[src/rtl/seg_scan_if.sv]
// seg_scan_if: display-bus bundle observed by seg_scan_decoder.
//   an          digit strobes, active-low, one low bit selects a digit
//   seg         segments, active-low, [7:1]=a..g, [0]=dp
//   clr         synchronous clear of captured data and error flag
//   value       decoded nibbles, digit i at [4i+3:4i]
//   digit_ok    last capture of digit i was a legal hex glyph
//   dp          decimal point lit at last capture of digit i
//   frame_valid one-cycle pulse when every digit has been captured
//   err         sticky illegal-glyph flag
// master drives the display bus and clr; slave is the decoder.
interface seg_scan_if #(
    parameter int DIGITS = 8
);
    logic [DIGITS-1:0]   an;
    logic [7:0]          seg;
    logic                clr;
    logic [4*DIGITS-1:0] value;
    logic [DIGITS-1:0]   digit_ok;
    logic [DIGITS-1:0]   dp;
    logic                frame_valid;
    logic                err;

    modport master (
        output an, seg, clr,
        input  value, digit_ok, dp, frame_valid, err
    );

    modport slave (
        input  an, seg, clr,
        output value, digit_ok, dp, frame_valid, err
    );
endinterface

[src/rtl/seg_scan_decoder.sv]
// seg_scan_decoder: passive monitor for a multiplexed seven-segment bus.
// Registers the digit strobes and segments, waits for a pattern to be stable
// for STABLE_CYCLES samples, then decodes the glyph into a per-digit nibble.
// Ports:
//   clk    single clock, all bus inputs synchronous to it
//   rst_n  asynchronous active-low reset
//   bus    seg_scan_if.slave (an/seg/clr in; value/digit_ok/dp/frame_valid/err out)
//
// state    | meaning
// ---------+-----------------------------------------------------------
// ST_WAIT  | no legal strobe sampled (blank or ghosting)
// ST_SETTLE| legal strobe sampled, counting identical samples
// ST_HELD  | current pattern already captured, wait for it to change
module seg_scan_decoder #(
    parameter int DIGITS        = 8,
    parameter int STABLE_CYCLES = 4
) (
    input  logic   clk,
    input  logic   rst_n,
    seg_scan_if.slave bus
);
    localparam int CW = $clog2(STABLE_CYCLES + 1);
    localparam int IW = (DIGITS > 1) ? $clog2(DIGITS) : 1;
    localparam int ZW = $clog2(DIGITS + 1);
    localparam logic [CW-1:0] COUNT_LAST = CW'(STABLE_CYCLES - 1);

    typedef enum logic [1:0] {ST_WAIT, ST_SETTLE, ST_HELD} state_t;

    state_t              state, state_nxt;
    logic [CW-1:0]       count, count_nxt;
    logic [DIGITS-1:0]   an_q, an_p;
    logic [7:0]          seg_q, seg_p;
    logic [ZW-1:0]       zeros_cnt;
    logic [IW-1:0]       idx;
    logic                legal, same, capture;
    logic [4:0]          glyph;
    logic [DIGITS-1:0]   mask_q, mask_nxt;
    logic [4*DIGITS-1:0] value_q;
    logic [DIGITS-1:0]   ok_q, dp_q;
    logic                fv_q, err_q;

    // {legal, nibble} for a SEG[7:1] pattern
    function automatic logic [4:0] decode_glyph(input logic [6:0] g);
        case (g)
            7'b0000001: return 5'h10;
            7'b1001111: return 5'h11;
            7'b0010010: return 5'h12;
            7'b0000110: return 5'h13;
            7'b1001100: return 5'h14;
            7'b0100100: return 5'h15;
            7'b0100000: return 5'h16;
            7'b0001101: return 5'h17;
            7'b0000000: return 5'h18;
            7'b0000100: return 5'h19;
            7'b0001000: return 5'h1A;
            7'b1100000: return 5'h1B;
            7'b0110001: return 5'h1C;
            7'b1000010: return 5'h1D;
            7'b0110000: return 5'h1E;
            7'b0111000: return 5'h1F;
            default:    return 5'h00;
        endcase
    endfunction

    always_ff @(posedge clk or negedge rst_n) begin
        if (!rst_n) begin
            an_q  <= '1;
            seg_q <= '1;
            an_p  <= '1;
            seg_p <= '1;
        end else begin
            an_q  <= bus.an;
            seg_q <= bus.seg;
            an_p  <= an_q;
            seg_p <= seg_q;
        end
    end

    always_comb begin
        zeros_cnt = '0;
        idx       = '0;
        for (int i = 0; i < DIGITS; i++) begin
            if (!an_q[i]) begin
                zeros_cnt = zeros_cnt + 1'b1;
                idx       = i[IW-1:0];
            end
        end
    end

    assign legal    = (zeros_cnt == ZW'(1));
    assign same     = ({an_q, seg_q} == {an_p, seg_p});
    assign glyph    = decode_glyph(seg_q[7:1]);
    assign mask_nxt = mask_q | ~an_q;

    always_ff @(posedge clk or negedge rst_n) begin
        if (!rst_n) begin
            state <= ST_WAIT;
            count <= '0;
        end else begin
            state <= state_nxt;
            count <= count_nxt;
        end
    end

    // Capture fires on the edge where the count would reach STABLE_CYCLES,
    // so a pattern first registered at edge k is captured at edge k+STABLE_CYCLES.
    always_comb begin
        state_nxt = state;
        count_nxt = count;
        capture   = 1'b0;
        if (!legal) begin
            state_nxt = ST_WAIT;
            count_nxt = '0;
        end else begin
            case (state)
                ST_SETTLE: begin
                    if (!same) begin
                        count_nxt = CW'(1);
                    end else if (count == COUNT_LAST) begin
                        capture   = 1'b1;
                        state_nxt = ST_HELD;
                    end else begin
                        count_nxt = count + 1'b1;
                    end
                end
                ST_HELD: begin
                    if (!same) begin
                        state_nxt = ST_SETTLE;
                        count_nxt = CW'(1);
                    end
                end
                default: begin
                    state_nxt = ST_SETTLE;
                    count_nxt = CW'(1);
                end
            endcase
        end
    end

    // clr takes priority over a capture in the same cycle
    always_ff @(posedge clk or negedge rst_n) begin
        if (!rst_n) begin
            value_q <= '0;
            ok_q    <= '0;
            dp_q    <= '0;
            err_q   <= 1'b0;
            fv_q    <= 1'b0;
            mask_q  <= '0;
        end else begin
            fv_q <= 1'b0;
            if (bus.clr) begin
                value_q <= '0;
                ok_q    <= '0;
                dp_q    <= '0;
                err_q   <= 1'b0;
                mask_q  <= '0;
            end else if (capture) begin
                dp_q[idx] <= ~seg_q[0];
                if (glyph[4]) begin
                    value_q[4*idx +: 4] <= glyph[3:0];
                    ok_q[idx]           <= 1'b1;
                end else begin
                    ok_q[idx] <= 1'b0;
                    err_q     <= 1'b1;
                end
                if (&mask_nxt) begin
                    mask_q <= '0;
                    fv_q   <= 1'b1;
                end else begin
                    mask_q <= mask_nxt;
                end
            end
        end
    end

    assign bus.value       = value_q;
    assign bus.digit_ok    = ok_q;
    assign bus.dp          = dp_q;
    assign bus.frame_valid = fv_q;
    assign bus.err         = err_q;
endmodule
[src/flat_wrapper.sv]
// flat-port wrapper written by rule: the top's interface ports become plain ports
module seg_scan_decoder_flat 
#(
    parameter int DIGITS        = 8,
    parameter int STABLE_CYCLES = 4
)
  (clk, rst_n, bus_an, bus_seg, bus_clr, bus_value, bus_digit_ok, bus_dp, bus_frame_valid, bus_err);
  seg_scan_if #(.DIGITS(DIGITS)) bus_i ();
  input  logic clk;
  input  logic rst_n;
  input wire logic [$bits(bus_i.an)-1:0] bus_an;
  input wire logic [$bits(bus_i.seg)-1:0] bus_seg;
  input wire logic [$bits(bus_i.clr)-1:0] bus_clr;
  output wire logic [$bits(bus_i.value)-1:0] bus_value;
  output wire logic [$bits(bus_i.digit_ok)-1:0] bus_digit_ok;
  output wire logic [$bits(bus_i.dp)-1:0] bus_dp;
  output wire logic [$bits(bus_i.frame_valid)-1:0] bus_frame_valid;
  output wire logic [$bits(bus_i.err)-1:0] bus_err;
  assign bus_i.an = bus_an;
  assign bus_i.seg = bus_seg;
  assign bus_i.clr = bus_clr;
  assign bus_value = bus_i.value;
  assign bus_digit_ok = bus_i.digit_ok;
  assign bus_dp = bus_i.dp;
  assign bus_frame_valid = bus_i.frame_valid;
  assign bus_err = bus_i.err;
  seg_scan_decoder #(.DIGITS(DIGITS), .STABLE_CYCLES(STABLE_CYCLES)) u_core (.clk(clk), .rst_n(rst_n), .bus(bus_i));
endmodule
[config.mk]
export PLATFORM = sky130hd
export DESIGN_NAME = seg_scan_decoder_flat
export DESIGN_NICKNAME = d
export VERILOG_FILES = /design/src/rtl/seg_scan_if.sv /design/src/rtl/seg_scan_decoder.sv /design/src/flat_wrapper.sv
export SDC_FILE = /design/constraint.sdc
export NUM_CORES = 1
export LEC_CHECK = 0
export ABC_AREA = 1
export BUFFER_PORTS_ARGS = -buffer_cell sky130_fd_sc_hd__buf_4
export CORE_UTILIZATION = 63
export DETAILED_ROUTE_END_ITERATION = 7
export PLACE_DENSITY = 0.88
export SLEW_MARGIN = 30
export SYNTH_ARGS = -nofsm -noshare
export SYNTH_HDL_FRONTEND = slang
export SYNTH_SLANG_ARGS = --single-unit
[constraint.sdc]
create_clock -name clk -period 12.73 [get_ports clk]
set_input_delay 1.9095 -clock clk [delete_from_list [all_inputs] [get_ports clk]]
set_output_delay 1.9095 -clock clk [all_outputs]
set_load 0.01 [all_outputs]
==> run_results.csv, run 1 <==
group,metric,value,unit
global_routing,grt_pass1_vias,4669,
synth,ys.flop_type,"dfrtp_1",
sta,finalMaxSlewViolations,0,
synth,yosys-top-cells-count,"217 x nand2_1, 71 x nor2_1, 63 x dfrtp_1",
power_and_ir_drop,power,0.000618,W
worst_setup_path,r2r_slack,7.38,ns
drt,drtIter0Drc,349,
worst_setup_path,arrival,5.60,ns
synth,syn-cell-area,5440,um^2
final_layout,multi_input_area,2640,um^2
floorplan,die_w,94.9,um
global_routing,use_met3,3.70,%
cts,cts_hold_buf,0,
worst_setup_path,crit_top_cell,"nand2_1",
final_layout,syn_to_final_growth,12.7,%
sta,clock_skew,0.0160,ns
worst_setup_path,crit_fanout,61,
global_routing,antenna_found_initial,0,
global_routing,grt_pass1_wl,20800,um
final_layout,fill_cells,640,
placement,globalplace.congestion,0.929,
cts,postCtsSetupBuffers,0,
power_and_ir_drop,p_clk_share,29.2,%
worst_setup_path,slowest_delay,0.59,ns
sta,timing.hold.ws,0.378,ns
power_and_ir_drop,p_per_area,101,nW/um^2
synth,syn_nets,733,
drt,wl_per_cell,14.1,um
cts,cts_buffer_depth,2,
worst_setup_path,crit_type,"flop to flop",
final_layout,diodes,0,
floorplan,die_h,94.9,um
run,max-cap-violations,0,
synth,synth_xor_area_share,2.41,%
power_and_ir_drop,switching_share,30.3,%
power_and_ir_drop,power_switching,0.000187,W
synth,synth-simple-area-share,38.5,%
placement,dp_hpwl,8900,um
floorplan,start_util,65.6,%
sta,tightest_slew,0.950,ns
synth,synth_adder_area_share,3.22,%
floorplan,rows,33,
power_and_ir_drop,peakVddDrop,73.2,uV
sta,rsz0062_at_grt,"no",
sta,slew_headroom,36.6,%
final_layout,final_layout_size_suffix_gt1_share,20.9,%
global_routing,use_met2,49.1,%
global_routing,grt_use_total,29.4,%
global_routing,grt-busiest-layer,"met2",
synth,synthDominantCellAreaShare,29.0,%
synth,synth_top_family_by_area,"simple AND/OR/NAND/NOR gates",
placement,port_buffers,68,
synth,synth_area_per_cell,7.77,um^2
synth,synth_most_common_cell,"nand2_1",
placement,placedCellCount,849,
global_routing,grt_remaining_overflow,0,
worst_hold_path,hold_start,"u_core.seg_q[0]",
run_status,status,"completed",
power_and_ir_drop,seq_power_share,53.3,%
drt,drt-pass1-iter-count,7,
synth,syn_inst,700,
global_routing,grt_max_degree,85,
cts,cts_resized,0,
cts,cts_buffers,9,
worst_setup_path,reg2reg_from,"u_core.an_q[1]",
worst_setup_path,worstPathRequired,12.97,ns
cts,cts_sinks,95,
synth,synth_area_leaders,"dfrtp_1 29%, dfstp_2 15%, nand2_1 15%, nor2_1 4.9%, nand4_1 4.8%",
sta,setup_viol,0,
worst_setup_path,end_kind,"flop",
synth,synth_compound_area_share,4.28,%
power_and_ir_drop,cellInternalPower,0.000431,W
final_layout,finalNetCount,788,
cts,clk_latency,0.37,ns
power_and_ir_drop,power_frac_comb,17.4,%
drt,routed_wl,12200,um
drt,ant_nets,0,
power_and_ir_drop,p_leak,3.14,nW
worst_setup_path,crit_start,"u_core.an_q[1]",
synth,synthArstFlopShare,100,%
synth,synth_cell_types,34,
sta,fin_crit,5.35,ns
cts,path_clk_slew,0.10,ns
synth,synth.largest_area_cell,"dfrtp_1",
floorplan,core_area,8300,um^2
sta,post-route-period-util,42.0,%
drt,viasPerCell,5.70,
synth,synth_edf_count,0,
cts,tritoncts,"yes",
worst_setup_path,critPathSlowestCell,"dfstp_2",
sta,tns,0,ns
floorplan,die_area,9010,um^2
synth,synthMuxAreaShare,0,%
global_routing,use_met1,38.6,%
synth,seq_area_frac_synth,44.4,%
worst_hold_path,min_path_type,"flop to flop",
sta,timing.fmax,187,MHz
drt,drc,0,
floorplan,num_io_pins,69,
synth,synth_seq_cells,95,
sta,hold_violations,0,
final_layout,fin_cells,865,
cts,root_buffer,"clkbuf_8",
drt,num_vias,4934,
final_layout,final-seq-area,2420,um^2
cts,htreeDepth,3,
synth,ys_warn_count,0,
worst_setup_path,cp-start-kind,"flop",
-- layout make-up --
class                      instances  share of cell area, %
sequential                        95                   39.4
multi-input combinational        514                   43.0
clock inverter                     5                  0.551
clock buffer                      11                   2.31
tap                              105                   2.14
timing repair buffer              70                   8.63
inverter                          65                   3.98
-- power groups by stage --
stage / clock (W) / sequential [W] / combinational, W
finish: 0.000181 / 0.000330 / 0.000108
global route: 0.000193 / 0.000331 / 0.000122
CTS: 0.000182 / 0.000329 / 0.000107
detailed placement: 0 / 0.000335 / 0.000107
global placement: 0 / 0.000334 / 0.000102
floorplan: 0 / 0.000331 / 0.0000805
-- per-stage QoR --
stage          area (um^2)  worst slack [ns]  utilization, %
2_1_floorplan         5440              8.35               -
3_3_place_gp          5950              7.69            71.7
3_5_place_dp          5950              7.42            71.7
4_1_cts               6130              7.39            73.8
5_1_grt               6130              6.99            73.9
6_report              6130              7.38            73.9
-- layer usage --
| metal | routed length [um] | share of wire (%) |
|---|---|---|
| met1 | 5360 | 44 |
| met2 | 5910 | 48 |
| met5 | 0 | 0 |
| met3 | 690 | 5.7 |
| met4 | 240 | 2.0 |
-- final timing paths --
| check | end | cells past startpoint |
|---|---|---|
| max | u_core.bus.digit_ok[1] | 28 |
| min | u_core.seg_p[0] | 0 |
| max reg2reg | u_core.bus.digit_ok[1] | 28 |
| min reg2reg | u_core.seg_p[0] | 0 |
| max in group asynchronous | u_core.count[0] | 2 |
| min in group asynchronous | u_core.bus.frame_valid | 1 |
-- state kept, by name (all words and copies together) (netlist names), 3 cells and up --
signal,cells
u_core.bus.value,32
u_core.an_p,8
u_core.an_q,8
u_core.bus.digit_ok,8
u_core.bus.dp,8
u_core.mask_q,8
u_core.seg_p,8
u_core.seg_q,8
u_core.count,3
-- worst max-delay path: cells and delay by family, from the launching register on --
family          cells  cell delay [ns]
flops               1             0.59
compound gates      2             0.20
buf+inv             5             0.55
fa+ha+maj           6             1.68
simple gates       15             2.17
-- cell usage in the layout, fill, tap and decap left out, types with 10 or more instances in the layout --
master and count:
inv_1 56, xnor2_1 13, o21ai_0 17, or2_2 10
nand2_1 217, buf_4 69, nand4_1 42, nor3_1 23
nand3_1 49, clkbuf_8 10, o21ai_1 11, dfstp_2 32
nor2_1 71, ha_1 14, dfrtp_1 63
-- cells by family after synthesis --
family / count (synthesis)
and+or+nand+nor: 443
DFF: 95
buffers and inverters: 91
AOI/OAI and AO/OA: 42
xor gates and xnor gates: 15
adders and majority gates: 14
Note: power is estimated with default switching activity, not from simulation.
==> run 2, diff against run 1 <==
ABC_AREA = 0   (was 1)
CORE_UTILIZATION = 58   (was 63)
PLACE_DENSITY = 0.82   (was 0.88)
clock period = 5.3 ns   (was 12.73 ns; I/O delays follow)
==> run_results.csv, run 2 <==
group,metric,value,unit
synth,synth_area_per_cell,10.3,um^2
synth,syn-cell-area,5110,um^2
power_and_ir_drop,peakVddDrop,149,uV
final_layout,diodes,0,
synth,synth_edf_count,0,
run_status,status,"completed",
run,max-cap-violations,0,
placement,placed_area,5680,um^2
placement,placedCellCount,647,
worst_hold_path,hold_path_depth,0,
power_and_ir_drop,p_per_area,257,nW/um^2
sta,clock_skew,0.0171,ns
worst_setup_path,arrival,5.41,ns
final_layout,final_common_cell,"buf_4",
synth,synth_seq_cells,95,
worst_setup_path,worstPathRequired,5.55,ns
worst_setup_path,crit_fanout,6,
sta,tns,0,ns
sta,post-route-period-util,97.3,%
drt,num_vias,3965,
sta,timing.fmax,194,MHz
drt,drtIter0Drc,297,
sta,fin_crit,5.16,ns
global_routing,grt_max_degree,63,
sta,hold_violations,0,
synth,synthDominantCellAreaShare,30.9,%
worst_setup_path,ff2ff_path_depth,22,
worst_setup_path,critPathSlowestCell,"dfstp_2",
worst_setup_path,crit_type,"flop to flop",
synth,syn_inst,498,
final_layout,fin_cells,670,
synth,synth.largest_area_cell,"dfrtp_1",
synth,ys_warn_count,0,
cts,htreeDepth,3,
floorplan,num_io_pins,69,
drt,routed_wl,11700,um
cts,clk_latency,0.37,ns
synth,syn_nets,531,
global_routing,grt_pass1_wl,18400,um
global_routing,grt_use_total,26.6,%
synth,yosys-top-cells-count,"63 x dfrtp_1, 47 x nand2b_1, 44 x mux2i_1",
cts,tritoncts,"yes",
floorplan,rows,33,
sta,finalMaxSlewViolations,0,
drt,viasPerCell,5.92,
sta,setup_viol,0,
worst_hold_path,min_path_type,"flop to flop",
power_and_ir_drop,power_switching,0.000447,W
worst_setup_path,path_buf_inv,3,
global_routing,grt_pass1_vias,3776,
synth,ys.flop_type,"dfrtp_1",
final_layout,layout_common_cells,"80 x buf_4, 63 x dfrtp_1, 47 x nand2b_1, 43 x mux2i_1, 33 x nor2_1",
worst_setup_path,cp_cell_sequence,"inv_1, ha_4, xnor3_1, inv_1, ha_4, nand2b_1, nand2_1, ha_1, nor2_1, a31oi_1, o21bai_1, ha_1, nor2_1, nor2_1, ha_1, nor2b_1, xnor2_1, xnor3_2, nor4_4, buf_4, nand3_4, mux2_4",
global_routing,grt_remaining_overflow,0,
floorplan,core_area,8380,um^2
floorplan,die_h,95.9,um
power_and_ir_drop,switching_share,28.8,%
power_and_ir_drop,seq_power_share,50.6,%
cts,path_clk_slew,0.09,ns
worst_setup_path,cp.depth,22,
drt,wl_per_cell,17.5,um
power_and_ir_drop,p_leak,2.86,nW
floorplan,start_util,60.9,%
power_and_ir_drop,cellInternalPower,0.00110,W
drt,ant_nets,0,
sta,slew_headroom,32.6,%
cts,cts_sinks,95,
power_and_ir_drop,power_frac_comb,18.2,%
worst_setup_path,end_kind,"flop",
cts,cts_buffer_depth,2,
power_and_ir_drop,p_clk_share,31.2,%
synth,synth_area_leaders,"dfrtp_1 31%, dfstp_2 16%, mux2i_1 8.6%, nand2b_1 5.8%, xor2_1 3.8%",
cts,cts_hold_buf,0,
final_layout,fin_area,6040,um^2
worst_setup_path,slowest_delay,0.60,ns
worst_setup_path,cp-start-kind,"flop",
cts,cts_buffers,9,
sta,timing.hold.ws,0.400,ns
global_routing,antenna_found_initial,0,
final_layout,finalNetCount,593,
floorplan,die_area,9190,um^2
cts,root_buffer,"clkbuf_8",
synth,seq_area_frac_synth,47.3,%
placement,port_buffers,68,
worst_setup_path,cpLargestDelayFamily,"adder cells",
final_layout,final_layout_size_suffix_gt1_share,28.3,%
synth,synth_most_common_cell,"dfrtp_1",
floorplan,die_w,95.9,um
final_layout,largest_reg_flops,32,
synth,synthArstFlopShare,100,%
drt,drc,0,
placement,dp_hpwl,7870,um
final_layout,syn_to_final_growth,18.1,%
sta,tightest_slew,1.01,ns
synth,synth_cell_types,52,
placement,globalplace.congestion,0.902,
power_and_ir_drop,power,0.00155,W
drt,drt-pass1-iter-count,6,
[run 2: cell types whose count changed after synthesis, moves of 34 or more]
cell,delta
nand2_1,-185
nand3_1,-34
inv_1,-35
nand2b_1,+47
nand4_1,-36
mux2i_1,+44
nor2_1,-38
[run 2: repair_timing]
item                                    in CTS  in global routing
pin swaps                                    1                  2
endpoints found under the setup margin      43                 60
resized for setup                            0                 19
setup buffers                                2                  5
[run 2: logic make-up (layout without fill, tap and decap cells)]
logic type                 after synthesis  count (layout)  share of synthesized area [%]
buffers and inverters                   51             118                           3.87
adders and majority gates               14              14                           3.43
xor gates and xnor gates                31              31                           6.12
DFF                                     95              95                           47.3
muxes                                   51              51                           10.2
AOI/OAI and AO/OA                       52              52                           6.71
and+or+nand+nor                        204             204                           22.4
[run 2: per-stage QoR]
| step | util [%] | setup WS (ns) |
|---|---|---|
| floorplan | - | 0.472 |
| CTS | 70.4 | 0.0812 |
| finish | 72.0 | 0.142 |
| global route | 72.0 | -0.0717 |
| global placement | 67.8 | 0.177 |
| detailed placement | 67.8 | -0.181 |
[run 2: power by group through the flow]
stage	Sequential, W	Clock, W	Combinational [W]
floorplan	0.000778	0	0.000192
global placement	0.000795	0	0.000236
detailed placement	0.000797	0	0.000253
CTS	0.000784	0.000493	0.000255
global route	0.000788	0.000515	0.000308
finish	0.000784	0.000483	0.000281
[run 2: routing by layer]
layer / GRT usage (%) / routed length (um) / part of all wire (%)
met2: 43.3 / 5810 / 50
met4: 11.9 / 415 / 3.5
met3: 4.90 / 635 / 5.4
met5: 0 / 0 / 0
met1: 34.6 / 4870 / 42
[run 2: layout make-up]
type / count / area (um^2)
fillers: 625 / 2350
clock buffers: 13 / 180
repair buffers: 81 / 612
inverters: 21 / 78.8
well taps: 105 / 131
clock inverters: 3 / 22.5
flip-flops and latches: 95 / 2420
multi-input cells: 352 / 2590
[run 2: final timing paths]
| check | start | end | slack (ns) |
|---|---|---|---|
| setup / recovery | u_core.an_q[1] | u_core.bus.value[1] | 0.14 |
| min in group asynchronous | rst_n | u_core.bus.digit_ok[0] | 0.44 |
| hold / removal | u_core.seg_q[0] | u_core.seg_p[0] | 0.40 |
| max in group asynchronous | rst_n | u_core.bus.digit_ok[4] | 3.83 |
| setup reg to reg | u_core.an_q[1] | u_core.bus.value[1] | 0.14 |
| hold reg to reg | u_core.seg_q[0] | u_core.seg_p[0] | 0.40 |
